<file path="config.mk">
export PLATFORM = sky130hd
export DESIGN_NAME = operand_fetch_flat
export DESIGN_NICKNAME = d
export VERILOG_FILES = /design/src/rtl/operand_fetch_if.sv /design/src/rtl/operand_fetch.sv /design/src/flat_wrapper.sv
export SDC_FILE = /design/constraint.sdc
export NUM_CORES = 1
export LEC_CHECK = 0
export BUFFER_PORTS_ARGS = -buffer_cell sky130_fd_sc_hd__buf_2
export CORE_MARGIN = 1
export CORE_UTILIZATION = 45
export DETAILED_ROUTE_END_ITERATION = 8
export PLACE_DENSITY = 0.76
export RECOVER_POWER = 50
export SYNTH_ARGS = -nofsm -noshare
export SYNTH_HDL_FRONTEND = slang
export SYNTH_SLANG_ARGS = --single-unit
</file>
<file path="constraint.sdc">
create_clock -name clk -period 3.1 [get_ports clk]
set_clock_uncertainty 0.05 [all_clocks]
set_input_delay 0.155 -clock clk [delete_from_list [all_inputs] [get_ports clk]]
set_output_delay 0.155 -clock clk [all_outputs]
set_load 0.03 [all_outputs]
</file>
<file path="src/rtl/operand_fetch_if.sv">
// Instruction-in / operand-bundle-out handshake bundle for operand_fetch.
// master = upstream issuer and downstream consumer; slave = operand_fetch.
interface operand_fetch_if #(
   parameter int N = 16,
   parameter int M = 4
);
   logic         inValid;
   logic         inReady;
   logic [3:0]   inOp;
   logic [M-1:0] inSrc0;
   logic [M-1:0] inSrc1;
   logic [M-1:0] inDest;
   logic         inDestWrite;

   logic         outValid;
   logic         outReady;
   logic [3:0]   outOp;
   logic [N-1:0] outOperand0;
   logic [N-1:0] outOperand1;
   logic [M-1:0] outDest;
   logic         outDestWrite;

   modport master (
      output inValid, inOp, inSrc0, inSrc1, inDest, inDestWrite, outReady,
      input  inReady, outValid, outOp, outOperand0, outOperand1, outDest, outDestWrite
   );

   modport slave (
      input  inValid, inOp, inSrc0, inSrc1, inDest, inDestWrite, outReady,
      output inReady, outValid, outOp, outOperand0, outOperand1, outDest, outDestWrite
   );
endinterface

</file>
<file path="src/rtl/operand_fetch.sv">
// Operand fetch stage: register read with writeback bypass, busy-bit scoreboard
// for read-after-write hazards, and a single registered output bundle.
module operand_fetch #(
   parameter int N = 16,
   parameter int M = 4,
   parameter int O = 16
) (
   input  logic          clk,
   input  logic          rst,
   operand_fetch_if.slave bus,
   output logic [M-1:0]  readAddr0,
   output logic [M-1:0]  readAddr1,
   input  logic [N-1:0]  rfData0,
   input  logic [N-1:0]  rfData1,
   input  logic          wbEnable,
   input  logic [M-1:0]  wbAddr,
   input  logic [N-1:0]  wbData,
   output logic [O-1:0]  busyMask
);

   logic         fwd0, fwd1;
   logic         haz0, haz1;
   logic         stall;
   logic         inReadyInt;
   logic         accept;
   logic [N-1:0] operand0, operand1;
   logic [O-1:0] setMask, clrMask, busyNext;

   logic         outValidQ;
   logic [3:0]   outOpQ;
   logic [N-1:0] outOperand0Q, outOperand1Q;
   logic [M-1:0] outDestQ;
   logic         outDestWriteQ;

   assign readAddr0 = bus.inSrc0;
   assign readAddr1 = bus.inSrc1;

   // The register file only commits a writeback at the next edge, so a
   // same-cycle writeback must be forwarded and also resolves the hazard.
   assign fwd0     = wbEnable && (wbAddr == bus.inSrc0);
   assign fwd1     = wbEnable && (wbAddr == bus.inSrc1);
   assign operand0 = fwd0 ? wbData : rfData0;
   assign operand1 = fwd1 ? wbData : rfData1;

   assign haz0  = busyMask[bus.inSrc0] && !fwd0;
   assign haz1  = busyMask[bus.inSrc1] && !fwd1;
   assign stall = haz0 || haz1;

   assign inReadyInt = (!outValidQ || bus.outReady) && !stall;
   assign accept     = bus.inValid && inReadyInt;

   always_comb begin
      clrMask = '0;
      setMask = '0;
      if (wbEnable) begin
         clrMask = {{(O-1){1'b0}}, 1'b1} << wbAddr;
      end
      if (accept && bus.inDestWrite) begin
         setMask = {{(O-1){1'b0}}, 1'b1} << bus.inDest;
      end
      // Applying the set after the clear lets a new issue win over a retiring write.
      busyNext = (busyMask & ~clrMask) | setMask;
   end

   always_ff @(posedge clk) begin
      if (rst) begin
         busyMask      <= '0;
         outValidQ     <= 1'b0;
         outOpQ        <= '0;
         outOperand0Q  <= '0;
         outOperand1Q  <= '0;
         outDestQ      <= '0;
         outDestWriteQ <= 1'b0;
      end else begin
         busyMask <= busyNext;
         if (accept) begin
            outValidQ     <= 1'b1;
            outOpQ        <= bus.inOp;
            outOperand0Q  <= operand0;
            outOperand1Q  <= operand1;
            outDestQ      <= bus.inDest;
            outDestWriteQ <= bus.inDestWrite;
         end else if (bus.outReady) begin
            outValidQ <= 1'b0;
         end
      end
   end

   assign bus.inReady      = inReadyInt;
   assign bus.outValid     = outValidQ;
   assign bus.outOp        = outOpQ;
   assign bus.outOperand0  = outOperand0Q;
   assign bus.outOperand1  = outOperand1Q;
   assign bus.outDest      = outDestQ;
   assign bus.outDestWrite = outDestWriteQ;

endmodule

</file>
<file path="src/flat_wrapper.sv">
// flat-port wrapper written by rule: the top's interface ports become plain ports
module operand_fetch_flat 
#(
   parameter int N = 16,
   parameter int M = 4,
   parameter int O = 16
)
  (clk, rst, readAddr0, readAddr1, rfData0, rfData1, wbEnable, wbAddr, wbData, busyMask, bus_inValid, bus_inOp, bus_inSrc0, bus_inSrc1, bus_inDest, bus_inDestWrite, bus_outReady, bus_inReady, bus_outValid, bus_outOp, bus_outOperand0, bus_outOperand1, bus_outDest, bus_outDestWrite);
  operand_fetch_if #(.N(N), .M(M)) bus_i ();
  input  logic clk;
  input  logic rst;
  output logic [M-1:0] readAddr0;
  output logic [M-1:0] readAddr1;
  input  logic [N-1:0] rfData0;
  input  logic [N-1:0] rfData1;
  input  logic wbEnable;
  input  logic [M-1:0] wbAddr;
  input  logic [N-1:0] wbData;
  output logic [O-1:0] busyMask;
  input wire logic [$bits(bus_i.inValid)-1:0] bus_inValid;
  input wire logic [$bits(bus_i.inOp)-1:0] bus_inOp;
  input wire logic [$bits(bus_i.inSrc0)-1:0] bus_inSrc0;
  input wire logic [$bits(bus_i.inSrc1)-1:0] bus_inSrc1;
  input wire logic [$bits(bus_i.inDest)-1:0] bus_inDest;
  input wire logic [$bits(bus_i.inDestWrite)-1:0] bus_inDestWrite;
  input wire logic [$bits(bus_i.outReady)-1:0] bus_outReady;
  output wire logic [$bits(bus_i.inReady)-1:0] bus_inReady;
  output wire logic [$bits(bus_i.outValid)-1:0] bus_outValid;
  output wire logic [$bits(bus_i.outOp)-1:0] bus_outOp;
  output wire logic [$bits(bus_i.outOperand0)-1:0] bus_outOperand0;
  output wire logic [$bits(bus_i.outOperand1)-1:0] bus_outOperand1;
  output wire logic [$bits(bus_i.outDest)-1:0] bus_outDest;
  output wire logic [$bits(bus_i.outDestWrite)-1:0] bus_outDestWrite;
  assign bus_i.inValid = bus_inValid;
  assign bus_i.inOp = bus_inOp;
  assign bus_i.inSrc0 = bus_inSrc0;
  assign bus_i.inSrc1 = bus_inSrc1;
  assign bus_i.inDest = bus_inDest;
  assign bus_i.inDestWrite = bus_inDestWrite;
  assign bus_i.outReady = bus_outReady;
  assign bus_inReady = bus_i.inReady;
  assign bus_outValid = bus_i.outValid;
  assign bus_outOp = bus_i.outOp;
  assign bus_outOperand0 = bus_i.outOperand0;
  assign bus_outOperand1 = bus_i.outOperand1;
  assign bus_outDest = bus_i.outDest;
  assign bus_outDestWrite = bus_i.outDestWrite;
  operand_fetch #(.N(N), .M(M), .O(O)) u_core (.clk(clk), .rst(rst), .bus(bus_i), .readAddr0(readAddr0), .readAddr1(readAddr1), .rfData0(rfData0), .rfData1(rfData1), .wbEnable(wbEnable), .wbAddr(wbAddr), .wbData(wbData), .busyMask(busyMask));
endmodule
</file>
# Word level (Yosys, flattened, before mapping)
# Index checks and enable logic that the tools add are counted.
# totals
regBits	58
latch_bits	0
ramBits	0
rom_bits	0
inputBits	74
output_inout_bits	67
wordCells	40
n_memories	0
# op_classes
n_addsub	0
multipliers	0
div_mod_pow	0
n_lt_le_gt_ge	2
eq_ne	2
shift	2
muxes	10
bitwise_logic	3
n_reduce_logical	14
# op_table
cell	count
16-bit two-way mux	4
1-bit by 4-bit left shift with 16-bit output, first input constant	2
16-bit AND	1
16-bit inverter	1
16-bit bitwise OR	1
4-bit by 5-bit < comparator with 1-bit output, second input constant	2
1-bit binary-select mux with 4-bit select	2
4-bit equality test	2
1-bit logical AND	7
1-bit zero test	4
1-bit two-way mux	4
1-bit logical OR	2
2-bit nonzero test	1

# Logic depth before layout (Yosys ltp)
# depth
depth_word	11
ltp_mapped	9

# Least setup slack after synthesis
# Ideal clock, no wire load.
# synth_path
kind	register to register
from	reg u_core.busyMask[15]
to	reg u_core.outOperand0Q[0] (netlist: u_core.bus.outOperand0[0])
arrival_time_ns	2.135
setup_slack_ns	0.794
path_stages_with_launch	7
period_less_slack_ns	2.306
cell_sequence	dfxtp_1 -> mux2i_1 -> mux4_2 -> a32o_1 -> o221ai_2 -> buf_2 -> mux2_2
# synth_via
elab_chain_cells	7
elab_cells_between_ends	10
# synth_lines
item	line_no	source
from (decl)	operand_fetch.sv:18	output logic [O-1:0] busyMask
from (signal assigned)	operand_fetch.sv:75	busyMask <= busyNext;
1-bit binary-select mux with 4-bit select (on tied branches)	operand_fetch.sv:45, operand_fetch.sv:46	
1-bit two-way mux (on tied branches)	operand_fetch.sv:45, operand_fetch.sv:46	
1-bit logical AND (on tied branches)	operand_fetch.sv:45, operand_fetch.sv:46	
1-bit logical OR (*)	operand_fetch.sv:47	assign stall = haz0 || haz1;
1-bit zero test (*)	operand_fetch.sv:49	assign inReadyInt = (!outValidQ || bus.outReady) && !stall;
1-bit logical AND (*)	operand_fetch.sv:49	
1-bit logical AND (*)	operand_fetch.sv:50	assign accept = bus.inValid && inReadyInt;
to (signal assigned)	operand_fetch.sv:79	outOperand0Q <= operand0;
to (decl)	operand_fetch.sv:31	logic [N-1:0] outOperand0Q, outOperand1Q;
# Every way passes the cells marked *; elsewhere a longest branch is shown, timed or not. The select of a mux whose other input is x is not followed.
# A chain may end at the register's enable or synchronous reset.

# Worst setup path after layout
# layout_path
from	reg u_core.busyMask[6]
to	reg u_core.outOperand0Q[14] (netlist: u_core.bus.outOperand0[14])
# Same word-level chain as after synthesis.

==> impl_metrics.tcl <==
set metrics [dict create \
    cp-end-kind "flip-flop" \
    internal_power_uw 1420 \
    vias_per_cell 5.59 \
    synth_xor_area_frac 0.0206 \
    synth-simple-area-share 0.191 \
    drc 0 \
    grt_pass1_vias 2988 \
    final-setup-viol-count 0 \
    rsz0062_at_grt "false" \
    crit_arrival_ns 2.81 \
    drt_iter0_markers 227 \
    dp_hpwl_um 7270 \
    p_sw_uw 618 \
    hold_viol 0 \
    placedCellCount 585 \
    yosys-mux-area-fraction 0.203 \
    clockRootBuffer "clkbuf_8" \
    cts_setup_buffers 0 \
    post-route-util 0.574 \
    fin_ws_ns 0.454 \
    clock-sinks 58 \
    syn_nets 459 \
    hp-class "primary input to flip-flop" \
    place.gp.congestion 0.934 \
    worst_setup_path_start_kind "flip-flop" \
    finish.net_count 571 \
    grt_overflow 0 \
    p_leak_uw 0.00163 \
    power.density_nw_per_um2 486 \
    row_count 31 \
    synth_adder_area_share 0 \
    final_common_cell "buf_2" \
    layout-area-overhead-vs-synth_pct 23.0 \
    combPwrFrac 0.218 \
    die_width_um 89.0 \
    critPathMaxFanout 18 \
    synth.distinct_cells 32 \
    drive_gt1_frac 0.289 \
    slowest_delay_ns 0.48 \
    whs_ns 0.0227 \
    dp_slack_ns 0.545 \
    cts_hold_buffers 0 \
    synth_cells 385 \
    finalWirelength_um 10100 \
    period_needed_ns 2.65 \
    cts_buffers 9 \
    final_cell_mix "buf_2 (78), clkbuf_1 (62), dfxtp_1 (58), nand3_1 (42), mux2_2 (35)" \
    post-route-period-util 0.854 \
    worst_pin_slew_ns 0.846 \
    grt_max_degree 66 \
    synthesis.area_um2 3410 \
    cp_cell_sequence "mux2i_1, mux4_2, a32o_1, o221ai_4, buf_4, mux2_2" \
    vias 3356 \
    path_clk_slew_ns 0.06 \
    wl_per_cell_um 16.8 \
    syn_avg_cell_area_um2 8.85 \
    relSlewSlack 0.433 \
    crit_path_top_delay_cell "mux4_2" \
    port_buffers 140 \
    sequentialPowerShare 0.398 \
    drt_first_pass_iters 5 \
    clkPwrFrac 0.383 \
    htree_num_levels 3 \
    fmax_mhz 378 \
    coreArea_um2 7290 \
    synth-seq-cells 58 \
    synth_compound_area_frac 0.175 \
    ant_nets 0 \
    crit_required_ns 3.27 \
    synth_top_family_by_area "multiplexers" \
    start_util 0.467 \
    antenna_found_initial 0 \
    p_sw_frac 0.303 \
    cts_tree "done" \
    die_h_um 89.0 \
    cts-resized-gates 0 \
    seq_area_frac_synth 0.341 \
    diodes 0 \
    grt_pass1_wl_um 14700 \
    vdd_drop_max_mv 0.273 \
    synth_warnings 0 \
    finalNonFillerCells 600 \
    drv_cap 0 \
    worstSetupPathType "flip-flop to flip-flop" \
    status "finished, final reports clean" \
    cts_max_path_buffers 2 \
    worstSkewPairLatency_ns 0.33 \
    finalMaxSlewViolations 0 \
    grtUsageTotal 0.245 \
    die-area_um2 7920 \
    fin_tns_setup_ns 0 \
    pin_count 141 \
]
[synthesized netlist by cell type]
master,instances,area (um2)
buf_4,9,67.6
o21ai_0,32,160
o41ai_1,8,70.1
mux2i_1,14,140
buf_2,5,25.0
buf_6,4,45.0
mux2_2,35,394
a21oi_1,33,165
o211ai_1,9,67.6
nor3b_1,1,7.51
clkinv_1,1,3.75
nor2b_1,32,200
o22a_1,1,8.76
xnor2_1,8,70.1
o31ai_1,8,60.1
and2_1,3,18.8
a32o_1,1,10.0
nand3_1,42,210
o221ai_2,1,15.0
or2_2,2,12.5
dfxtp_1,58,1160
buf_1,4,15.0
nand2_1,24,90.1
nor2_1,3,11.3
nand2b_1,7,43.8
nand3b_1,4,30.0
nor3b_2,1,12.5
o311ai_0,3,26.3
mux4_2,7,158
o221a_2,1,11.3
clkbuf_1,22,82.6
and3_1,2,12.5
[worst max-delay path, delay by kind of cell, from the launching register on]
kind | cells | cell delay [ns]
compound gates | 2 | 0.68
mux | 3 | 1.00
buf+inv | 1 | 0.35
flops | 1 | 0.45
[per-stage QoR]
step	total power [uW]	area, um2
floorplan	1140	3410
global placement	1270	4040
detailed placement	1280	4040
CTS	2050	4270
global route	2120	4190
finish	2040	4190
[path summary, 6_finish.rpt]
| kind | start | to | slack [ns] | cells past startpoint |
|---|---|---|---|---|
| max | u_core.busyMask[6] | u_core.bus.outOperand0[14] | 0.45 | 6 |
| min | bus_inOp[2] | u_core.bus.outOp[2] | 0.02 | 3 |
| max reg2reg | u_core.busyMask[6] | u_core.bus.outOperand0[14] | 0.45 | 6 |
| min reg2reg | u_core.bus.outOp[2] | u_core.bus.outOp[2] | 0.41 | 2 |
[power groups by stage]
stage	sequential [uW]	combinational, uW	clock (uW)
6_report	812	445	781
5_1_grt	815	479	825
4_1_cts	810	456	787
3_5_place_dp	826	454	0
3_3_place_gp	825	448	0
2_1_floorplan	907	237	0
[cells by family (layout without fill, tap and decap cells)]
group                  after synthesis  after routing
AND/OR/NAND/NOR                    121            121
AO/OA/AOI/OAI                       97             97
flip-flops                          58             58
multiplexers                        56             56
buffers and inverters               45            161
XOR/XNOR                             8              8
[layer usage]
| metal | vias to the layer above | global-route usage | wire length, um | share of wire |
|---|---|---|---|---|
| li1 | 1612 | - | - | - |
| met1 | 1572 | 0.312 | 4230 | 0.42 |
| met2 | 149 | 0.403 | 4920 | 0.49 |
| met3 | 23 | 0.0526 | 687 | 0.068 |
| met4 | 0 | 0.104 | 242 | 0.024 |
| met5 | - | 0 | 0 | 0 |
[cell type report]
class                           count  area [um2]
Tap cell                           99         124
Inverter                            1        3.75
Multi-Input combinational cell    282        2020
Fill cell                         723        3100
Clock buffer                       14         193
Sequential cell                    58        1160
Timing Repair Buffer              145         661
Clock inverter                      1        30.0
[registers in the layout (all words and copies together) (netlist names)]
name and flops:
u_core.bus.outOperand1 16, u_core.bus.outDestWrite 1, u_core.bus.outDest 4, u_core.bus.outValid 1, u_core.bus.outOp 4, u_core.bus.outOperand0 16
u_core.busyMask 16
No activity file was read; power rests on OpenSTA's default activity.
